[src/rtl/ex_issue_sched.sv]
// Execute-stage issue scheduler: RAW scoreboard, load request/wait sequencing, stall accounting.
// state   | meaning
// RUN     | accept and issue instructions when no register hazard is pending
// LD_WAIT | load requested; hold fetch until data returns or the wait times out
module ex_issue_sched #(
  parameter int MEM_TIMEOUT = 16,
  parameter int CNT_W       = 16
) (
  input  logic             clk,
  input  logic             reset,
  input  logic             instr_valid,
  output logic             instr_ready,
  input  logic [6:0]       instr_ctrl,
  input  logic [4:0]       instr_rd,
  input  logic [4:0]       instr_rs1,
  input  logic [4:0]       instr_rs2,
  input  logic             wb_valid,
  input  logic [4:0]       wb_rd,
  output logic             mem_rd_req,
  input  logic             mem_rd_valid,
  output logic             enable_ex,
  output logic [6:0]       control_out,
  output logic [4:0]       ex_rs1,
  output logic [4:0]       ex_rs2,
  output logic             err_timeout,
  output logic [CNT_W-1:0] stall_cnt
);

  localparam int TW = $clog2(MEM_TIMEOUT + 1);

  typedef enum logic {RUN, LD_WAIT} state_e;

  state_e           state_q;
  logic [31:0]      pending_q, pending_d;
  logic [CNT_W-1:0] stall_q;
  logic [TW-1:0]    to_cnt_q;
  logic             enable_ex_q, mem_rd_req_q, err_q;
  logic [6:0]       control_q, ld_ctrl_q;
  logic [4:0]       ex_rs1_q, ex_rs2_q, ld_rd_q, ld_rs1_q, ld_rs2_q;

  logic [2:0]  opsel;
  logic        imm;
  logic        is_shift, is_arith, is_load, is_store, is_op;
  logic        reads_rs2, writer, hazard, accept;
  logic        ld_data_ok, timeout_hit;
  logic [31:0] wbmask, eff;

  always_comb begin
    opsel     = instr_ctrl[2:0];
    imm       = instr_ctrl[3];
    is_shift  = (opsel == 3'd0);
    is_arith  = (opsel == 3'd1);
    is_load   = (opsel == 3'd5) && imm;
    is_store  = (opsel == 3'd4) && imm;
    is_op     = is_shift | is_arith | is_load | is_store;
    reads_rs2 = is_shift | is_store | (is_arith & ~imm);
    writer    = (is_shift | is_arith | is_load) && (instr_rd != 5'd0);
    wbmask    = wb_valid ? (32'd1 << wb_rd) : 32'd0;
    eff       = pending_q & ~wbmask;
    hazard    = (is_op & eff[instr_rs1]) | (reads_rs2 & eff[instr_rs2]);
    instr_ready = (state_q == RUN) & ~hazard;
    accept    = instr_valid & instr_ready;
    // Memory holds stale valid until it sees our request, so ignore it during the request cycle.
    ld_data_ok  = mem_rd_valid & ~mem_rd_req_q;
    timeout_hit = (state_q == LD_WAIT) & ~ld_data_ok & (to_cnt_q == '0);
  end

  always_comb begin
    pending_d = pending_q & ~wbmask;
    if (timeout_hit) pending_d[ld_rd_q] = 1'b0;
    if (accept && writer) pending_d[instr_rd] = 1'b1;
    pending_d[0] = 1'b0;
  end

  always_ff @(posedge clk or posedge reset) begin
    if (reset) begin
      pending_q <= '0;
      stall_q   <= '0;
    end else begin
      pending_q <= pending_d;
      if (instr_valid && !instr_ready && !(&stall_q)) stall_q <= stall_q + 1'b1;
    end
  end

  always_ff @(posedge clk or posedge reset) begin
    if (reset) begin
      state_q      <= RUN;
      enable_ex_q  <= 1'b0;
      mem_rd_req_q <= 1'b0;
      err_q        <= 1'b0;
      control_q    <= '0;
      ex_rs1_q     <= '0;
      ex_rs2_q     <= '0;
      ld_ctrl_q    <= '0;
      ld_rd_q      <= '0;
      ld_rs1_q     <= '0;
      ld_rs2_q     <= '0;
      to_cnt_q     <= '0;
    end else begin
      enable_ex_q  <= 1'b0;
      mem_rd_req_q <= 1'b0;
      case (state_q)
        RUN: begin
          if (accept && is_load) begin
            ld_ctrl_q    <= instr_ctrl;
            ld_rd_q      <= instr_rd;
            ld_rs1_q     <= instr_rs1;
            ld_rs2_q     <= instr_rs2;
            to_cnt_q     <= TW'(MEM_TIMEOUT - 1);
            mem_rd_req_q <= 1'b1;
            state_q      <= LD_WAIT;
          end else if (accept && is_op) begin
            enable_ex_q <= 1'b1;
            control_q   <= instr_ctrl;
            ex_rs1_q    <= instr_rs1;
            ex_rs2_q    <= instr_rs2;
          end
        end
        LD_WAIT: begin
          if (ld_data_ok) begin
            enable_ex_q <= 1'b1;
            control_q   <= ld_ctrl_q;
            ex_rs1_q    <= ld_rs1_q;
            ex_rs2_q    <= ld_rs2_q;
            state_q     <= RUN;
          end else if (to_cnt_q == '0) begin
            err_q   <= 1'b1;
            state_q <= RUN;
          end else begin
            to_cnt_q <= to_cnt_q - 1'b1;
          end
        end
        default: state_q <= RUN;
      endcase
    end
  end

  assign mem_rd_req  = mem_rd_req_q;
  assign enable_ex   = enable_ex_q;
  assign control_out = control_q;
  assign ex_rs1      = ex_rs1_q;
  assign ex_rs2      = ex_rs2_q;
  assign err_timeout = err_q;
  assign stall_cnt   = stall_q;

endmodule

[config.mk]
export PLATFORM = sky130hd
export DESIGN_NAME = ex_issue_sched
export DESIGN_NICKNAME = d
export VERILOG_FILES = /design/src/rtl/ex_issue_sched.sv
export SDC_FILE = /design/constraint.sdc
export NUM_CORES = 1
export LEC_CHECK = 0
export CORE_AREA = 2 2 90 113
export DETAILED_ROUTE_END_ITERATION = 6
export DIE_AREA = 0 0 92 115
export GPL_ROUTABILITY_DRIVEN = 0
export PLACE_DENSITY = 0.89
export SLEW_MARGIN = 20
export SYNTH_ARGS = -nofsm -noshare
export SYNTH_HDL_FRONTEND = slang
export SYNTH_SLANG_ARGS = --single-unit
[constraint.sdc]
create_clock -name clk -period 3.2 [get_ports clk]
set_input_delay 0.32 -clock clk [delete_from_list [all_inputs] [get_ports clk]]
set_output_delay 0.32 -clock clk [all_outputs]
set_load 0.01 [all_outputs]
==> results of run 1 <==
==> metrics by stage <==
| stage | cell area, µm² | utilization | worst slack, ns |
|---|---|---|---|
| after detailed placement | 6370 | 0.670 | -0.549 |
| final | 6880 | 0.724 | 0.0800 |
| after CTS | 6830 | 0.718 | 0.000502 |
| after global placement | 6370 | 0.670 | -0.477 |
| after floorplan | 5100 | - | 0.194 |
| after global routing | 6880 | 0.724 | -0.0712 |
==> kinds of logic (layout without fill, tap and decap cells) <==
| group | count (synthesis) | in the layout |
|---|---|---|
| adders and majority gates | 2 | 2 |
| DFF | 95 | 95 |
| AOI/OAI and AO/OA | 102 | 102 |
| xor gates and xnor gates | 15 | 15 |
| and+or+nand+nor | 171 | 171 |
| buffers and inverters | 37 | 170 |
| muxes | 67 | 67 |
==> state kept, by name (all words and copies together) (netlist names) <==
name	flops
err_timeout	1
ld_rs2_q	5
stall_cnt	16
mem_rd_req	1
ex_rs1	5
control_out	7
enable_ex	1
ld_rd_q	5
ld_rs1_q	5
to_cnt_q	5
pending_q	31
state_q	1
ld_ctrl_q	7
ex_rs2	5
==> how the worst min path moves through the flow <==
stage,endpoint
4_1_cts,stall_cnt[11]
6_report,stall_cnt[11]
5_1_grt,ld_rs2_q[1]
2_1_floorplan,ld_ctrl_q[0]
3_5_place_dp,ld_ctrl_q[2]
3_3_place_gp,ld_ctrl_q[0]
==> layout make-up <==
class,instances,share of cell area
multi-input cells,357,0.395
flip-flops and latches,95,0.345
well taps,126,0.0229
clock inverters,6,0.0100
repair buffers,143,0.187
clock buffers,10,0.0333
inverters,11,0.00618
==> where the power goes <==
part	leakage, nW	internal, mW	switching, mW
clock	0.143	0.610	0.476
combinational	1.58	0.590	0.493
sequential	1.20	1.44	0.182
total	2.92	2.64	1.15
==> layer usage <==
metal  wire [µm]  up-vias  GRT usage
met5           0        -          0
met4        1260        0      0.194
met3        1710      131     0.0839
met2        7940      375      0.517
met1        5430     2330      0.346
li1            -     2043          -
==> cell usage after synthesis, types with 2 or more instances <==
cell type / count
sky130_fd_sc_hd__o21ai_1: 5
sky130_fd_sc_hd__buf_2: 4
sky130_fd_sc_hd__nand2_1: 33
sky130_fd_sc_hd__mux2_4: 9
sky130_fd_sc_hd__nand4_1: 6
sky130_fd_sc_hd__inv_1: 11
sky130_fd_sc_hd__clkbuf_1: 17
sky130_fd_sc_hd__o21ai_0: 41
sky130_fd_sc_hd__ha_1: 2
sky130_fd_sc_hd__buf_1: 3
sky130_fd_sc_hd__xor2_1: 11
sky130_fd_sc_hd__nor2_1: 46
sky130_fd_sc_hd__nand3b_1: 9
sky130_fd_sc_hd__o21a_1: 8
sky130_fd_sc_hd__nor3b_1: 3
sky130_fd_sc_hd__mux2_1: 8
sky130_fd_sc_hd__nand2b_1: 7
sky130_fd_sc_hd__o2111ai_1: 2
sky130_fd_sc_hd__nand4b_1: 5
sky130_fd_sc_hd__o22ai_1: 24
sky130_fd_sc_hd__o31ai_1: 4
sky130_fd_sc_hd__and3_1: 2
sky130_fd_sc_hd__or2_2: 4
sky130_fd_sc_hd__or3_1: 4
sky130_fd_sc_hd__mux4_2: 6
sky130_fd_sc_hd__a21oi_1: 3
sky130_fd_sc_hd__mux2_2: 39
sky130_fd_sc_hd__o41ai_1: 2
sky130_fd_sc_hd__nor2b_1: 9
sky130_fd_sc_hd__or4b_2: 2
sky130_fd_sc_hd__nor3_1: 15
sky130_fd_sc_hd__nor4_1: 3
sky130_fd_sc_hd__a211oi_1: 2
sky130_fd_sc_hd__dfrtp_1: 95
sky130_fd_sc_hd__or3b_2: 2
sky130_fd_sc_hd__xnor2_1: 4
sky130_fd_sc_hd__nand3_1: 12
sky130_fd_sc_hd__o211ai_1: 2
sky130_fd_sc_hd__nand4bb_1: 3
sky130_fd_sc_hd__mux2i_1: 5
==> worst register-to-register path: cells and delay by family (launching register included) <==
kind | cells | cell delay [ns]
compound gates | 2 | 0.38
mux | 2 | 0.82
simple gates | 4 | 0.49
buf+inv | 5 | 0.81
flops | 1 | 0.32
==> repair_timing <==
item / 4_1_cts / 5_1_grt
pin swaps: 6 / 5
gates resized for setup: 34 / 23
endpoints found under the setup margin: 70 / 56
buffers inserted: 5 / 2
gates cloned: 1 / 0
==> flow_metrics.py, run 1 <==
metrics = {
    "timing": {
        "maximum_clock_frequency_mhz": 321,
        "finalCritPeriodShare": 0.975,
        "worst-slew-pin-transition_ns": 0.868,
        "setup-tns-final_ns": 0,
        "setup_viol": 0,
        "period_minus_slack_ns": 3.12,
        "post_route_hold_slack_ns": 0.441,
        "final.setup_skew_ns": 0.0101,
        "slew_headroom": 0.421,
        "final_hold_viol_count": 0,
        "timing_max_transition_violations_final": 0,
    },
    "clock_tree": {
        "tritoncts": "done",
        "cts.path.max_buffers": 2,
        "clock_sink_count": 95,
        "cts_inserted_buffers": 9,
        "insertion_delay_ns": 0.35,
        "cts_hold_buf": 0,
        "root_buffer": "sky130_fd_sc_hd__clkbuf_16",
        "h-tree-depth": 3,
        "cts.reportedPaths.clkPinSlew_ns": 0.07,
    },
    "synthesis": {
        "synth_fa_ha_area_frac": 0.00491,
        "synth_top_family_by_area": "simple AND/OR/NAND/NOR gates",
        "synthesis.nets": 523,
        "synth-simple-area-share": 0.182,
        "mux_contribution_to_synthesized_area": 0.167,
        "synth_compound_area_frac": 0.124,
        "mappedNetlistArea_um2": 5100,
        "synth_xor_xnor_area_share": 0.0258,
        "synth-seq-area-share": 0.466,
        "synth-edff-count": 0,
        "post_synth.cell_area_avg_um2": 10.4,
        "ys_types": 57,
        "ys_seq_elements": 95,
        "synthArstFlopShare": 1.00,
        "ys_top_cells_by_area": "sky130_fd_sc_hd__dfrtp_1 47%, sky130_fd_sc_hd__mux2_2 8.6%, sky130_fd_sc_hd__o21ai_0 4.0%",
        "synth_top_flop_cell": "sky130_fd_sc_hd__dfrtp_1",
        "synth-warning-count": 0,
        "area_share_of_the_largest_cell_type_after_synthesis": 0.466,
        "post_synth_inst_count": 489,
        "synthDominantAreaCellType": "sky130_fd_sc_hd__dfrtp_1",
    },
    "worst_setup_path": {
        "worstPathBufferInverterCount": 6,
        "cp_slowest_cell": "sky130_fd_sc_hd__mux4_2",
        "crit_path_cell_trace": "dlygate4sd2_1, nand2b_4, buf_4, o21ai_0, mux4_2, nor3_2, nor3_2, a211oi_4, buf_4, nor4_4, buf_4, nor3b_4, buf_6, buf_12, mux2_1",
        "reg2reg_setup_slack_ns": 0.26,
        "worst_ep_arrival_time_ns": 3.35,
        "reg2regPathDepth": 13,
        "reg2reg_to": "ex_rs1[4]",
        "crit_top_cell": "sky130_fd_sc_hd__buf_4",
        "worstPathRequired_ns": 3.43,
        "cpLargestDelayFamily": "buffers and inverters",
        "crit_path_max_fanout": 9,
        "cp-start-kind": "primary input",
        "crit-reg2reg-launch": "pending_q[19]",
        "worstSetupEndpoint": "ex_rs1[4]",
        "path_class": "in2reg",
        "endpoint_kind": "register",
        "critical_path.startpoint": "wb_rd[3]",
        "worst_path_largest_cell_delay_ns": 0.51,
        "cp.depth": 15,
    },
    "floorplan": {
        "design.core.area_um2": 9510,
        "dieHeight_um": 115,
        "top_level_ports": 69,
        "start_util": 0.536,
        "fp.dieArea_um2": 10600,
        "die_w_um": 92,
        "fp-row-count": 40,
    },
    "finish": {
        "area_used_by_sequential_logic_in_the_layout_um2": 2380,
        "leading_cell_types_in_the_layout_fill_and_taps_excluded": "95 x sky130_fd_sc_hd__dfrtp_1, 70 x sky130_fd_sc_hd__buf_4, 59 x sky130_fd_sc_hd__clkdlybuf4s50_1",
        "fill_cells": 604,
        "drive_gt1_frac": 0.286,
        "multi_input_comb_area_um2": 2720,
        "synthToLayoutAreaGrowth_pct": 35.0,
        "antenna_cells": 0,
        "stdcell_count": 748,
        "fin_nets": 651,
        "final_common_cell": "sky130_fd_sc_hd__dfrtp_1",
    },
    "grt": {
        "grt_first_pass_wirelength_um": 24900,
        "grt_start_max_net_pins": 50,
        "overflow": 0,
        "groute.usage.overall": 0.307,
        "grt_pass1_vias": 4842,
        "antenna_found_initial": 0,
    },
    "drt": {
        "route.detailed.drc": 0,
        "avgRoutedWirePerCell_um": 21.8,
        "number_of_drc_markers_in_iteration_0": 642,
        "via_density": 6.52,
        "wirelength_um": 16300,
        "vias_post_dr": 4879,
        "drt_pre_antenna_iters": 5,
        "route.antenna.remaining_nets": 0,
    },
    "pwr": {
        "post-layout-total-power_mw": 3.79,
        "static_power_due_to_leakage_nw": 2.92,
        "pd_cells_nw_per_um2": 550,
        "worst_ir_drop_vdd_v": 0.000392,
    },
    "job": {
        "max_cap_viol_count": 0,
    },
    "outcome": {
        "outcome": "finished, final reports clean",
    },
    "worst_hold_path": {
        "timing.hold.worst.class": "in2async",
    },
    "place": {
        "post-dp-hpwl_um": 10900,
        "port_buffers": 68,
        "placed_cells_incl_taps": 724,
    },
}
Note: power is estimated with default switching activity, not from simulation.
==> run 2, diff against run 1 <==
HOLD_SLACK_MARGIN = 0.02   (was not set)
PLACE_DENSITY = 0.77   (was 0.89)
clock period = 3 ns   (was 3.2 ns; I/O delays follow)
==> run 2 against run 1 <==
Routed wire length down 11%. Largest cell class unchanged. Setup slack better by 0.0054 ns. Critical path depth shrank 2.
==> flow_metrics.py, run 2 (synthesis gave the netlist of run 1 again) <==
metrics = {
    "floorplan": {
        "dieHeight_um": 115,
        "start_util": 0.536,
        "top_level_ports": 69,
        "design.core.area_um2": 9510,
        "die_w_um": 92,
        "fp.dieArea_um2": 10600,
        "fp-row-count": 40,
    },
    "worst_setup_path": {
        "crit_path_max_fanout": 9,
        "path_class": "in2reg",
        "worst_ep_arrival_time_ns": 3.15,
        "cp-start-kind": "primary input",
        "worstPathRequired_ns": 3.23,
        "endpoint_kind": "register",
    },
    "clock_tree": {
        "tritoncts": "done",
        "cts.reportedPaths.clkPinSlew_ns": 0.08,
        "root_buffer": "sky130_fd_sc_hd__clkbuf_16",
        "h-tree-depth": 3,
        "cts.path.max_buffers": 2,
        "cts_inserted_buffers": 9,
        "insertion_delay_ns": 0.36,
        "clock_sink_count": 95,
    },
    "drt": {
        "route.detailed.drc": 0,
        "vias_post_dr": 4533,
        "route.antenna.remaining_nets": 0,
        "via_density": 6.07,
        "wirelength_um": 14500,
        "drt_pre_antenna_iters": 5,
        "avgRoutedWirePerCell_um": 19.4,
        "number_of_drc_markers_in_iteration_0": 355,
    },
    "timing": {
        "slew_headroom": 0.396,
        "timing_max_transition_violations_final": 0,
        "post_route_hold_slack_ns": 0.388,
        "maximum_clock_frequency_mhz": 343,
        "final_hold_viol_count": 0,
        "period_minus_slack_ns": 2.91,
        "final.setup_skew_ns": 0.00767,
        "worst-slew-pin-transition_ns": 0.906,
        "setup_viol": 0,
        "finalCritPeriodShare": 0.972,
    },
    "finish": {
        "antenna_cells": 0,
        "finish.instance_area_um2": 6860,
        "area_used_by_sequential_logic_in_the_layout_um2": 2380,
        "leading_cell_types_in_the_layout_fill_and_taps_excluded": "95 x sky130_fd_sc_hd__dfrtp_1, 70 x sky130_fd_sc_hd__buf_4, 60 x sky130_fd_sc_hd__clkdlybuf4s50_1",
        "synthToLayoutAreaGrowth_pct": 34.5,
        "largest_register": "pending_q",
        "fin_nets": 650,
        "multi_input_comb_area_um2": 2730,
        "drive_gt1_frac": 0.295,
        "largest_register_ffs": 31,
        "final_common_cell": "sky130_fd_sc_hd__dfrtp_1",
        "fill_cells": 676,
    },
    "place": {
        "post-dp-hpwl_um": 10300,
        "port_buffers": 68,
        "placement.cell_area_um2": 6400,
    },
    "grt": {
        "overflow": 0,
        "grt_start_max_net_pins": 51,
        "grt_first_pass_wirelength_um": 23400,
        "antenna_found_initial": 0,
        "grt_pass1_vias": 4656,
        "groute.usage.overall": 0.287,
    },
    "pwr": {
        "intPower_mw": 2.74,
        "seq_power_share": 0.433,
        "clockPowerShare": 0.286,
        "worst_ir_drop_vdd_v": 0.000424,
        "switching_share": 0.309,
        "post-layout-total-power_mw": 3.96,
        "static_power_due_to_leakage_nw": 2.90,
        "power_share_of_the_combinational_group": 0.282,
        "power.net_switching_mw": 1.22,
        "pd_cells_nw_per_um2": 578,
    },
    "outcome": {
        "outcome": "finished, final reports clean",
    },
    "worst_hold_path": {
        "timing.hold.worst.class": "in2reg",
    },
    "job": {
        "max_cap_viol_count": 0,
    },
}
## run 2: cell types whose count changed in the layout (fill, tap and decap cells not counted), moves of 2 or more
| cell | previous run | this run |
|---|---|---|
| sky130_fd_sc_hd__o21ai_2 | 2 | 4 |
| sky130_fd_sc_hd__inv_8 | 0 | 2 |
| sky130_fd_sc_hd__o21ai_1 | 12 | 8 |
| sky130_fd_sc_hd__or4b_4 | 1 | 3 |
| sky130_fd_sc_hd__or4b_2 | 2 | 0 |
| sky130_fd_sc_hd__o21ai_0 | 30 | 32 |
## run 2: final timing paths
kind | slack (ns) | startpoint | depth (start not counted) | to
max | 0.09 | wb_rd[1] | 13 | control_out[6]
min | 0.39 | instr_rs2[1] | 2 | ld_rs2_q[1]
max reg2reg | 0.24 | pending_q[1] | 11 | control_out[6]
min reg2reg | 0.47 | ld_ctrl_q[0] | 1 | ld_ctrl_q[0]
max in group asynchronous | 1.87 | reset | 3 | ld_rd_q[3]
min in group asynchronous | 0.42 | reset | 2 | ld_ctrl_q[0]
## run 2: per-layer routing
metal	part of all wire	track usage
met5	0	0
met4	0.044	0.153
met3	0.058	0.0550
met2	0.51	0.484
met1	0.39	0.351
## run 2: worst max-delay path, cell delays in order
cell	delay, ns
sky130_fd_sc_hd__clkbuf_2	0.15
sky130_fd_sc_hd__or4b_4	0.61
sky130_fd_sc_hd__o21ai_4	0.21
sky130_fd_sc_hd__buf_4	0.13
sky130_fd_sc_hd__o22a_1	0.10
sky130_fd_sc_hd__o22ai_1	0.08
sky130_fd_sc_hd__a21oi_1	0.24
sky130_fd_sc_hd__a211oi_2	0.13
sky130_fd_sc_hd__o41ai_2	0.30
sky130_fd_sc_hd__nor3b_4	0.22
sky130_fd_sc_hd__buf_4	0.18
sky130_fd_sc_hd__buf_12	0.14
sky130_fd_sc_hd__mux2_1	0.34
## run 2: through the flow
step	utilization	std cells	TNS (ns)	setup slack (ns)
2_1_floorplan	-	489	0	0.0144
3_3_place_gp	0.673	728	-48.20	-0.657
3_5_place_dp	0.673	728	-47.02	-0.670
4_1_cts	0.717	746	-0.0188	-0.0188
5_1_grt	0.721	747	-0.230	-0.0428
6_report	0.721	747	0	0.0854
## run 2: area by class of cell
cell class	instances	area share
multi-input cells	357	0.397
flip-flops and latches	95	0.347
repair buffers	142	0.184
clock buffers	9	0.0328
well taps	126	0.0230
clock inverters	7	0.00949
inverters	11	0.00620
## run 2: what timing repair did
item,4_1_cts,5_1_grt
hold buffers,0,0
gates resized for setup,38,25
setup endpoints to repair,80,47
setup buffers,1,1
gates cloned,1,0
pin swaps,4,6
## run 2: power groups by stage
stage / logic, mW / registers, mW / clock network [mW]
detailed placement: 1.07 / 1.73 / 0
global route: 1.20 / 1.75 / 1.19
finish: 1.12 / 1.71 / 1.13
CTS: 1.10 / 1.71 / 1.13
global placement: 1.04 / 1.71 / 0
floorplan: 0.530 / 1.72 / 0
